<file path="config.mk">
export PLATFORM = sky130hd
export DESIGN_NAME = gray_fifo_ptr_ctrl
export DESIGN_NICKNAME = d
export VERILOG_FILES = /design/src/rtl/gray_fifo_ptr_ctrl_pkg.sv /design/src/rtl/bin_to_gray.sv /design/src/rtl/gray_fifo_ptr_ctrl.sv
export SDC_FILE = /design/constraint.sdc
export NUM_CORES = 1
export LEC_CHECK = 0
export CORE_MARGIN = 1.5
export CORE_UTILIZATION = 47
export CTS_BUF_LIST = sky130_fd_sc_hd__clkbuf_16
export DETAILED_ROUTE_END_ITERATION = 16
export PLACE_DENSITY = 0.78
export SLEW_MARGIN = 5
export SYNTH_ARGS = -nofsm -noshare
export SYNTH_HDL_FRONTEND = slang
export SYNTH_SLANG_ARGS = --single-unit
</file>
<file path="constraint.sdc">
create_clock -name i_clk -period 2.7 [get_ports i_clk]
set_input_delay 0.81 -clock i_clk [delete_from_list [all_inputs] [get_ports i_clk]]
set_output_delay 0.81 -clock i_clk [all_outputs]
set_load 0.05 [all_outputs]
</file>
<file path="src/rtl/gray_fifo_ptr_ctrl_pkg.sv">
// gray_fifo_ptr_ctrl_pkg: shared pointer sizing and Gray full-compare mask helpers
package gray_fifo_ptr_ctrl_pkg;
  function automatic int ptr_width(input int bw_addr);
    return bw_addr + 1;
  endfunction
  function automatic int fifo_depth(input int bw_addr);
    return 1 << bw_addr;
  endfunction
  // Full in Gray code: write pointer equals read pointer with its two MSBs inverted
  function automatic logic [31:0] gray_full_mask(input int pw);
    return 32'd3 << (pw - 2);
  endfunction
endpackage

</file>
<file path="src/rtl/bin_to_gray.sv">
// bin_to_gray: combinational binary to reflected Gray code converter
module bin_to_gray #(
  parameter int BW_DATA = 5
) (
  input  logic [BW_DATA-1:0] i_bin,
  output logic [BW_DATA-1:0] o_gray
);
  assign o_gray = i_bin ^ (i_bin >> 1);
endmodule

</file>
<file path="src/rtl/gray_fifo_ptr_ctrl.sv">
// gray_fifo_ptr_ctrl: single-clock FIFO pointer/flag controller with Gray-coded pointers
module gray_fifo_ptr_ctrl
  import gray_fifo_ptr_ctrl_pkg::*;
#(
  parameter int BW_ADDR = 4
) (
  input  logic               i_clk,
  input  logic               i_rstn,
  input  logic               i_clr,
  input  logic               i_wr_en,
  input  logic               i_rd_en,
  output logic               o_wr_ack,
  output logic               o_rd_ack,
  output logic [BW_ADDR-1:0] o_wr_addr,
  output logic [BW_ADDR-1:0] o_rd_addr,
  output logic [BW_ADDR:0]   o_wr_ptr_gray,
  output logic [BW_ADDR:0]   o_rd_ptr_gray,
  output logic               o_full,
  output logic               o_empty,
  output logic [BW_ADDR:0]   o_level,
  output logic               o_ovf,
  output logic               o_udf
);
  localparam int PW = ptr_width(BW_ADDR);
  localparam logic [PW-1:0] FULL_MASK = PW'(gray_full_mask(PW));
  logic [PW-1:0] wr_bin, rd_bin, wr_bin_nxt, rd_bin_nxt, wr_gray_nxt, rd_gray_nxt;
  assign o_wr_ack = i_wr_en & ~o_full & ~i_clr;
  assign o_rd_ack = i_rd_en & ~o_empty & ~i_clr;
  assign o_wr_addr = wr_bin[BW_ADDR-1:0];
  assign o_rd_addr = rd_bin[BW_ADDR-1:0];
  always_comb begin
    wr_bin_nxt = i_clr ? '0 : wr_bin + PW'(o_wr_ack);
    rd_bin_nxt = i_clr ? '0 : rd_bin + PW'(o_rd_ack);
  end
  bin_to_gray #(.BW_DATA(PW)) u_wr_b2g (.i_bin(wr_bin_nxt), .o_gray(wr_gray_nxt));
  bin_to_gray #(.BW_DATA(PW)) u_rd_b2g (.i_bin(rd_bin_nxt), .o_gray(rd_gray_nxt));
  always_ff @(posedge i_clk or negedge i_rstn) begin
    if (!i_rstn) begin
      wr_bin        <= '0;
      rd_bin        <= '0;
      o_wr_ptr_gray <= '0;
      o_rd_ptr_gray <= '0;
      o_level       <= '0;
      o_empty       <= 1'b1;
      o_full        <= 1'b0;
      o_ovf         <= 1'b0;
      o_udf         <= 1'b0;
    end else begin
      wr_bin        <= wr_bin_nxt;
      rd_bin        <= rd_bin_nxt;
      o_wr_ptr_gray <= wr_gray_nxt;
      o_rd_ptr_gray <= rd_gray_nxt;
      o_level       <= wr_bin_nxt - rd_bin_nxt;
      o_empty       <= wr_gray_nxt == rd_gray_nxt;
      o_full        <= wr_gray_nxt == (rd_gray_nxt ^ FULL_MASK);
      o_ovf         <= ~i_clr & (o_ovf | (i_wr_en & o_full));
      o_udf         <= ~i_clr & (o_udf | (i_rd_en & o_empty));
    end
  end
endmodule

</file>
### Word-level counts from Yosys, hierarchy flattened

Cells that the tools add are included.

* bits in latches: 0
* flip-flop bits (word level): 29
* memories kept: 0
* RAM bits: 0
* ROM bits: 0
* output and inout port bits: 29

* $mul: 0
* bitwise logic cells: 16
* equal/unequal tests: 2
* add/subtract/negate cells: 3
* shift operators: 0
* divide/modulo/power cells: 0
* order comparisons: 0
* mux-type cells: 2
* reduce and logical (&&, ||, !) cells: 0

Operator list (count)
* $add 5x1->5: 2
* $eq 5x5->1: 2
* $mux 5: 2
* $xor 5x4->5: 2
* $and 1x1->1: 8
* $sub 5x5->5: 1
* $not 1->1: 3
* $not 2->2: 1
* $or 1x1->1: 2

### Depth between registers and ports, before layout

Gate-level depths: netlist of run 1.

* depth in word-level cells: 8
* mapped depth: 12
* gate-level depth less buffers: 10

### Cells and area by module

A second synthesis of run 1 with hierarchy kept.

* cell total of the unflattened synthesis: 106
* area, all modules: 1321.3 µm²

Modules (own cells, without submodules)
* gray_fifo_ptr_ctrl: cells an instance 96, times used 1, area each 1236.2 µm², sequential area each 726.9 µm²
* bin_to_gray: cells an instance 5, times used 2, area each 42.5 µm², sequential area each 0.0 µm²

### Worst setup path before layout of run 1

OpenSTA, ideal clock, no wires.

* path kind: input port to flip-flop
* start: input i_clr
* end: register o_level[4]
* stages on the path: 12
* setup slack: -1541 ps
* buffers on the path: 2
* arrival: 4111 ps
* cells stage by stage: buf_4 -> clkbuf_1 -> nor3b_1 -> ha_1 -> ha_1 -> xnor2_1 -> nor2_1 -> inv_1 -> ha_1 -> a21oi_1 -> maj3_2 -> xnor2_1

* cells in the longest elaborated chain, start to end: 5

Ends and longest elaborated chain
* start, declared: RTL line gray_fifo_ptr_ctrl.sv:9 `input logic i_clr,`
* $not 1->1: RTL line gray_fifo_ptr_ctrl.sv:28 `assign o_rd_ack = i_rd_en & ~o_empty & ~i_clr;`
* $and 1x1->1: RTL line gray_fifo_ptr_ctrl.sv:28
* via o_rd_ack: RTL line gray_fifo_ptr_ctrl.sv:13 `output logic o_rd_ack,`
* $add 5x1->5: RTL line gray_fifo_ptr_ctrl.sv:33 `rd_bin_nxt = i_clr ? '0 : rd_bin + PW'(o_rd_ack);`
* $mux 5: RTL line gray_fifo_ptr_ctrl.sv:33
* via rd_bin_nxt[2]: RTL line gray_fifo_ptr_ctrl.sv:26 `logic [PW-1:0] wr_bin, rd_bin, wr_bin_nxt, rd_bin_nxt, wr_gray_nxt, rd_gray_nxt;`
* $sub 5x5->5: RTL line gray_fifo_ptr_ctrl.sv:53 `o_level <= wr_bin_nxt - rd_bin_nxt;`
* end signal, assigned: RTL line gray_fifo_ptr_ctrl.sv:53
* end, declared: RTL line gray_fifo_ptr_ctrl.sv:20 `output logic [BW_ADDR:0] o_level,`

The timed path passes the listed nets, and every way through them passes these cells.

### Final worst setup path of run 1

* start: input i_rd_en
* end: register o_level[4]

* cells in the longest elaborated chain, start to end: 5

Ends and longest elaborated chain
* start, declared: RTL line gray_fifo_ptr_ctrl.sv:11 `input logic i_rd_en,`
* $and 1x1->1 (2 in a row): RTL line gray_fifo_ptr_ctrl.sv:28
* $add 5x1->5: RTL line gray_fifo_ptr_ctrl.sv:33
* $mux 5: RTL line gray_fifo_ptr_ctrl.sv:33
* via rd_bin_nxt[2]: RTL line gray_fifo_ptr_ctrl.sv:26
* $sub 5x5->5: RTL line gray_fifo_ptr_ctrl.sv:53

The timed path passes the listed nets, and every way through them passes these cells.

==> results of run 1 <==
==> through the flow <==
stage	power (mW)	TNS, ns	utilization	std cells	setup slack, ns
floorplan	0.5974	-1.641	-	99	-0.4989
global placement	0.6879	-1.888	0.7803	186	-0.3765
detailed placement	0.6939	-2.254	0.7803	186	-0.4262
CTS	1.034	0	0.8418	196	0.06612
global route	1.078	0	0.8689	198	0.02069
finish	1.050	0	0.8689	198	0.08085
==> what timing repair did <==
item	4_1_cts	5_1_grt
endpoints found under the setup margin	7	2
resized for setup	10	11
pin swaps	9	13
buffers inserted	6	3
hold endpoints to repair	0	0
==> cell families after synthesis <==
kind of cell / share of synthesized area
AOI/OAI and AO/OA: 0.03682
xor gates and xnor gates: 0.1672
adders and majority gates: 0.09452
buffers and inverters: 0.02686
DFF: 0.5383
muxes: 0.02985
and+or+nand+nor: 0.1065
==> state kept, by name (all words and copies together), names as in the netlist <==
signal         cells
o_rd_ptr_gray      5
o_udf              1
o_level            5
wr_bin             4
rd_bin             4
o_wr_ptr_gray      5
o_empty            1
o_ovf              1
o_full             1
==> path summary, 6_finish.rpt <==
path / startpoint / end
max: i_rd_en / o_level[4]$_DFF_PN0_
max in group asynchronous: i_rstn / o_level[4]$_DFF_PN0_
min in group asynchronous: i_rstn / rd_bin[1]$_DFF_PN0_
min reg2reg: o_ovf$_DFF_PN0_ / o_ovf$_DFF_PN0_
min: o_ovf$_DFF_PN0_ / o_ovf$_DFF_PN0_
max reg2reg: o_empty$_DFF_PN1_ / o_level[4]$_DFF_PN0_
==> power breakdown <==
part           internal (mW)  switching [mW]  total, mW
Combinational          0.119           0.164      0.283
Sequential             0.427          0.0134      0.441
Clock                  0.198           0.127      0.325
Total                  0.744           0.305       1.05
==> metal layers <==
layer,wire length [um],vias up,part of all wire,GRT usage
met5,0,-,0,0
met2,2088,33,0.54,0.5000
li1,-,459,-,-
met1,1518,511,0.39,0.3196
met4,107,0,0.027,0.1208
met3,187,12,0.048,0.04372
==> area by class of cell <==
cell class	count	area (sq um)
Clock buffer	3	75.07
Tap cell	30	37.54
Timing Repair Buffer	67	601.8
Inverter	6	22.52
Sequential cell	27	676.9
Fill cell	114	327.8
Multi-Input combinational cell	64	754.5
Clock inverter	1	3.754
==> worst register-to-register path: cells and delay by family (launching register included) <==
kind | cells | cell delay [ns]
buffers and inverters | 1 | 0.07
adders and majority gates | 4 | 0.96
and+or+nand+nor | 2 | 0.22
xor gates and xnor gates | 2 | 0.28
AOI/OAI and AO/OA | 1 | 0.06
DFF | 1 | 0.57
==> placed cells by master (no fill, tap or decap), types with 2 or more instances in the layout <==
master / count
nor3b_4: 2
nand3_1: 3
xnor2_1: 4
xor2_1: 7
nor2b_4: 2
dlygate4sd2_1: 2
a21oi_1: 3
nor2_1: 10
buf_4: 33
inv_2: 3
and2b_1: 2
buf_12: 2
xnor3_1: 2
clkbuf_16: 3
nor2_2: 3
ha_4: 6
inv_1: 4
clkdlybuf4s50_1: 28
dfrtp_1: 26
xnor2_2: 6
==> results.py, run 1 <==
metrics = {
    "outcome": {
        "status": "completed",
    },
    "detailed_routing": {
        "wirelength_um": 3902,
        "avgViaCountPerCell": 5.126,
        "postRouteAntennaNets": 0,
        "dr.pass1.iters": 4,
        "wire_per_inst_um": 19.71,
        "num_vias": 1015,
        "drc_errors": 0,
        "drt_iter0_drc": 17,
    },
    "layout": {
        "nets": 182,
        "fin_area_sq_mm": 0.002172,
        "syn2layout_area_growth_pct": 72.74,
        "antenna_cells": 0,
        "drive_above_1_share": 0.4345,
    },
    "setup_path": {
        "worst_setup_path_end_kind": "flop",
        "crit_top_cell": "ha_4",
        "cp.arrival_ns": 2.76,
        "crit_slowest_cell": "maj3_2",
        "crit_type": "input port to flop",
        "start_kind": "input port",
        "slowest_delay_ns": 0.32,
        "worstPathRequired_ns": 2.84,
        "path_buf_inv": 2,
        "crit_family": "adder cells",
        "worstPathMaxFanout": 2,
        "critical_path_depth": 11,
        "r2r_cells": 10,
        "crit_chain": "dlygate4sd2_1, nor3b_4, ha_4, ha_4, xnor2_4, nor2_2, inv_2, ha_4, a21oi_4, maj3_2, xnor2_2",
        "r2r_setup_slack_ns": 0.42,
    },
    "synth": {
        "ys.warnings.count": 0,
        "ys_seq_area_frac": 0.5383,
        "ys_dominant_reg_cell": "dfrtp_1",
        "synth_area_leader_cell": "dfrtp_1",
        "synth_edf_count": 0,
        "synth_commonest_cells": "26 x dfrtp_1, 14 x nor2_1, 10 x xnor2_1",
        "avgSynthCellArea_sq_um": 12.70,
        "yosysTopAreaCellShare": 0.5174,
        "synthTopCellsByArea": "dfrtp_1 52%, ha_1 7.0%, xnor2_1 7.0%",
        "yosysMostFrequentCell": "dfrtp_1",
        "synth_nets": 112,
        "yosysUniqueCellTypes": 26,
        "ys_ff_latch": 27,
        "synthCells": 99,
        "async_reset_ff_frac": 1.000,
        "synth_area_sq_mm": 0.001257,
    },
    "global_route": {
        "grt_antenna_before_repair": 0,
        "grt_max_degree": 18,
        "grt_pass1_vias": 1089,
        "grt_pass1_wl_um": 5451,
        "grt-ovfl-total": 0,
        "grt_use_total": 0.2771,
    },
    "clocking": {
        "clock_latency_ns": 0.26,
        "clkSlewWorstSetupHoldPaths_ns": 0.06,
        "postCtsHoldBufs": 0,
        "cts_tree": "yes",
        "cts_root_buf": "clkbuf_16",
        "h-tree-depth": 1,
        "numCtsBuffers": 3,
        "numClockSinks": 27,
        "clk_path_buf_depth": 2,
    },
    "sta": {
        "relSlewSlack": 0.6459,
        "fmax_ghz": 0.3818,
        "setup_viol": 0,
        "min_period_ns": 2.619,
        "worst-slew-pin-transition_ns": 0.5295,
        "hold_viol": 0,
        "fin_skew_ns": 0.002660,
        "rsz0062_at_grt": "no",
        "slew_violations": 0,
        "period_share": 0.9701,
        "holdWs_ns": 0.5212,
    },
    "power_and_ir_drop": {
        "ir_drop_mv": 0.5508,
        "p_leak_nw": 0.9966,
        "cellPowerDensity_mw_per_mm2": 483.3,
    },
    "placed_design": {
        "dp_hpwl_um": 2308,
        "io_buffers": 33,
        "globalplace.congestion": 0.7615,
        "placed_area_sq_mm": 0.001951,
    },
    "floorplanning": {
        "core_sq_mm": 0.002500,
        "initial_utilization": 0.5030,
        "placementRows": 18,
        "die-area_sq_mm": 0.002995,
        "die_h_um": 54.73,
        "pin_count": 34,
        "dieWidth_um": 54.73,
    },
    "run": {
        "cap_violations": 0,
    },
    "hold_path": {
        "worstHoldPathType": "flop to flop",
        "min_path_cells": 2,
    },
}
Note: power is estimated with default switching activity, not from simulation.
==> inputs of run 2 (changes only) <==
CORE_UTILIZATION = 50   (was 47)
PLACE_DENSITY = 0.82   (was 0.78)
clock period = 3.35 ns   (was 2.7 ns; I/O delays follow)
==> run 2 against run 1 <==
Against the previous run: via count decreased by 9.2%; hold slack better by 0.015 ns; sequential power fell by 20%; worst setup slack improved by 0.089 ns; flip-flop and latch count unchanged; cell count fell by 11%; clock power is 18% lower; clock skew barely moved; count of clock-buffer cells in the layout stayed put; global-route usage down 3.7 points.
==> results.py, run 2 (synthesis results as in run 1) <==
metrics = {
    "setup_path": {
        "worstPathRequired_ns": 3.55,
        "r2r_cells": 10,
        "crit_slowest_cell": "clkdlybuf4s50_1",
        "worst_setup_path_end_kind": "flop",
        "timing.rr.start": "o_empty$_DFF_PN1_",
        "start_kind": "input port",
        "crit_path_start": "i_clr",
        "crit_chain": "clkdlybuf4s50_1, nor3b_4, ha_2, ha_2, buf_4, nand3_1, xor2_1, nor2_1, xnor2_1, o2111a_1",
        "cp.arrival_ns": 3.38,
        "worstPathMaxFanout": 5,
        "slowest_delay_ns": 0.56,
        "crit_top_cell": "ha_2",
        "crit_type": "input port to flop",
    },
    "floorplanning": {
        "placementRows": 17,
        "initial_utilization": 0.5474,
        "pin_count": 34,
        "dieWidth_um": 53.15,
        "die-area_sq_mm": 0.002825,
        "core_sq_mm": 0.002297,
        "die_h_um": 53.15,
    },
    "global_route": {
        "grt_use_total": 0.2401,
        "grt_pass1_vias": 983,
        "grt_max_degree": 28,
        "grt_antenna_before_repair": 0,
        "grt_pass1_wl_um": 4540,
        "grt-ovfl-total": 0,
    },
    "sta": {
        "setup_viol": 0,
        "rsz0062_at_grt": "no",
        "min_period_ns": 3.180,
        "worst-slew-pin-transition_ns": 0.5201,
        "period_share": 0.9492,
        "relSlewSlack": 0.6522,
        "fmax_ghz": 0.3145,
        "slew_violations": 0,
        "fin_skew_ns": 0.002275,
        "holdWs_ns": 0.5366,
        "hold_viol": 0,
        "fin_ws_ns": 0.1703,
    },
    "detailed_routing": {
        "wire_per_inst_um": 16.01,
        "dr.pass1.iters": 4,
        "num_vias": 922,
        "drc_errors": 0,
        "drt_iter0_drc": 5,
        "avgViaCountPerCell": 5.209,
        "postRouteAntennaNets": 0,
        "wirelength_um": 2834,
    },
    "placed_design": {
        "dp_slack_ns": -0.07972,
        "globalplace.congestion": 0.8168,
        "dp_hpwl_um": 1911,
        "placed_area_sq_mm": 0.001828,
        "io_buffers": 33,
    },
    "clocking": {
        "clock_latency_ns": 0.26,
        "h-tree-depth": 1,
        "postCtsHoldBufs": 0,
        "clkSlewWorstSetupHoldPaths_ns": 0.06,
        "numClockSinks": 27,
        "cts_root_buf": "clkbuf_16",
        "cts_setup_buffers": 0,
        "clk_path_buf_depth": 2,
        "cts_tree": "yes",
        "numCtsBuffers": 3,
        "post_cts_resized": 0,
    },
    "layout": {
        "n_fill_cell": 131,
        "drive_above_1_share": 0.2752,
        "nets": 163,
        "fin_area_sq_mm": 0.001907,
        "reg_top3": "o_level: 5 flops, o_rd_ptr_gray: 5 flops, o_wr_ptr_gray: 5 flops",
        "antenna_cells": 0,
        "syn2layout_area_growth_pct": 51.64,
        "layout_commonest_cell": "clkdlybuf4s50_1",
        "final_cell_mix": "31 x clkdlybuf4s50_1, 26 x dfrtp_1, 15 x buf_4",
    },
    "outcome": {
        "status": "completed",
    },
    "power_and_ir_drop": {
        "cellPowerDensity_mw_per_mm2": 422.7,
        "total_power_mw": 0.8061,
        "ir_drop_mv": 0.3853,
        "p_leak_nw": 0.8722,
    },
    "run": {
        "cap_violations": 0,
    },
    "hold_path": {
        "worstHoldPathType": "flop to flop",
        "min_path_cells": 2,
        "worstHoldStart": "o_ovf$_DFF_PN0_",
    },
}
run 2: changes by cell type in the layout (fill, tap and decap cells not counted), sizes merged:
cell	change
clkdlybuf4s50	+3
clkbuf	-1
buf	-19
dlygate4sd2	-2
run 2: through the flow:
step | instances | TNS (ns) | utilization
after floorplan | 99 | -0.08414 | -
after global placement | 173 | -0.01459 | 0.7958
after detailed placement | 173 | -0.09204 | 0.7958
after CTS | 177 | 0 | 0.8301
after global routing | 177 | 0 | 0.8301
final | 177 | 0 | 0.8301
run 2: per-layer routing:
layer,up-vias,wire (um),GRT usage
met2,34,1447,0.4083
met4,0,88,0.1667
met3,10,136,0.04520
met1,457,1160,0.2693
met5,-,0,0
li1,421,-,-
run 2: power by group:
| part | leakage (nW) | internal (mW) | switching (mW) |
|---|---|---|---|
| registers | 0.369 | 0.344 | 0.00970 |
| logic | 0.461 | 0.0717 | 0.114 |
| clock network | 0.0423 | 0.160 | 0.107 |
run 2: path summary, 6_finish.rpt:
kind                                              endpoint  slack, ns
min in group asynchronous       o_rd_ptr_gray[2]$_DFF_PN0_       1.12
worst max-delay path                     o_empty$_DFF_PN1_       0.17
max in group asynchronous                o_empty$_DFF_PN1_       1.94
worst max register to register        o_level[4]$_DFF_PN0_       1.08
worst min register to register             o_ovf$_DFF_PN0_       0.54
worst min-delay path                       o_ovf$_DFF_PN0_       0.54
run 2: cell type report:
type / count / area (sq um) / area share
tap: 28 / 35.03 / 0.01837
timing repair buffer: 48 / 462.9 / 0.2428
sequential: 27 / 676.9 / 0.3550
multi-input combinational: 64 / 630.6 / 0.3307
clock inverter: 1 / 3.754 / 0.001969
clock buffer: 3 / 75.07 / 0.03937
inverter: 6 / 22.52 / 0.01181
run 2: critical path, delay by kind of cell:
| kind | cells | cell delay, ns |
|---|---|---|
| xor gates and xnor gates | 2 | 0.55 |
| adders and majority gates | 2 | 0.43 |
| buffers and inverters | 2 | 0.68 |
| AOI/OAI and AO/OA | 1 | 0.26 |
| and+or+nand+nor | 3 | 0.46 |
==> inputs of run 3 (changes only) <==
HOLD_SLACK_MARGIN = 0.03   (was default)
==> results of run 3 <==
No change in the layout: final DEF, timing and power equal those of run 2.
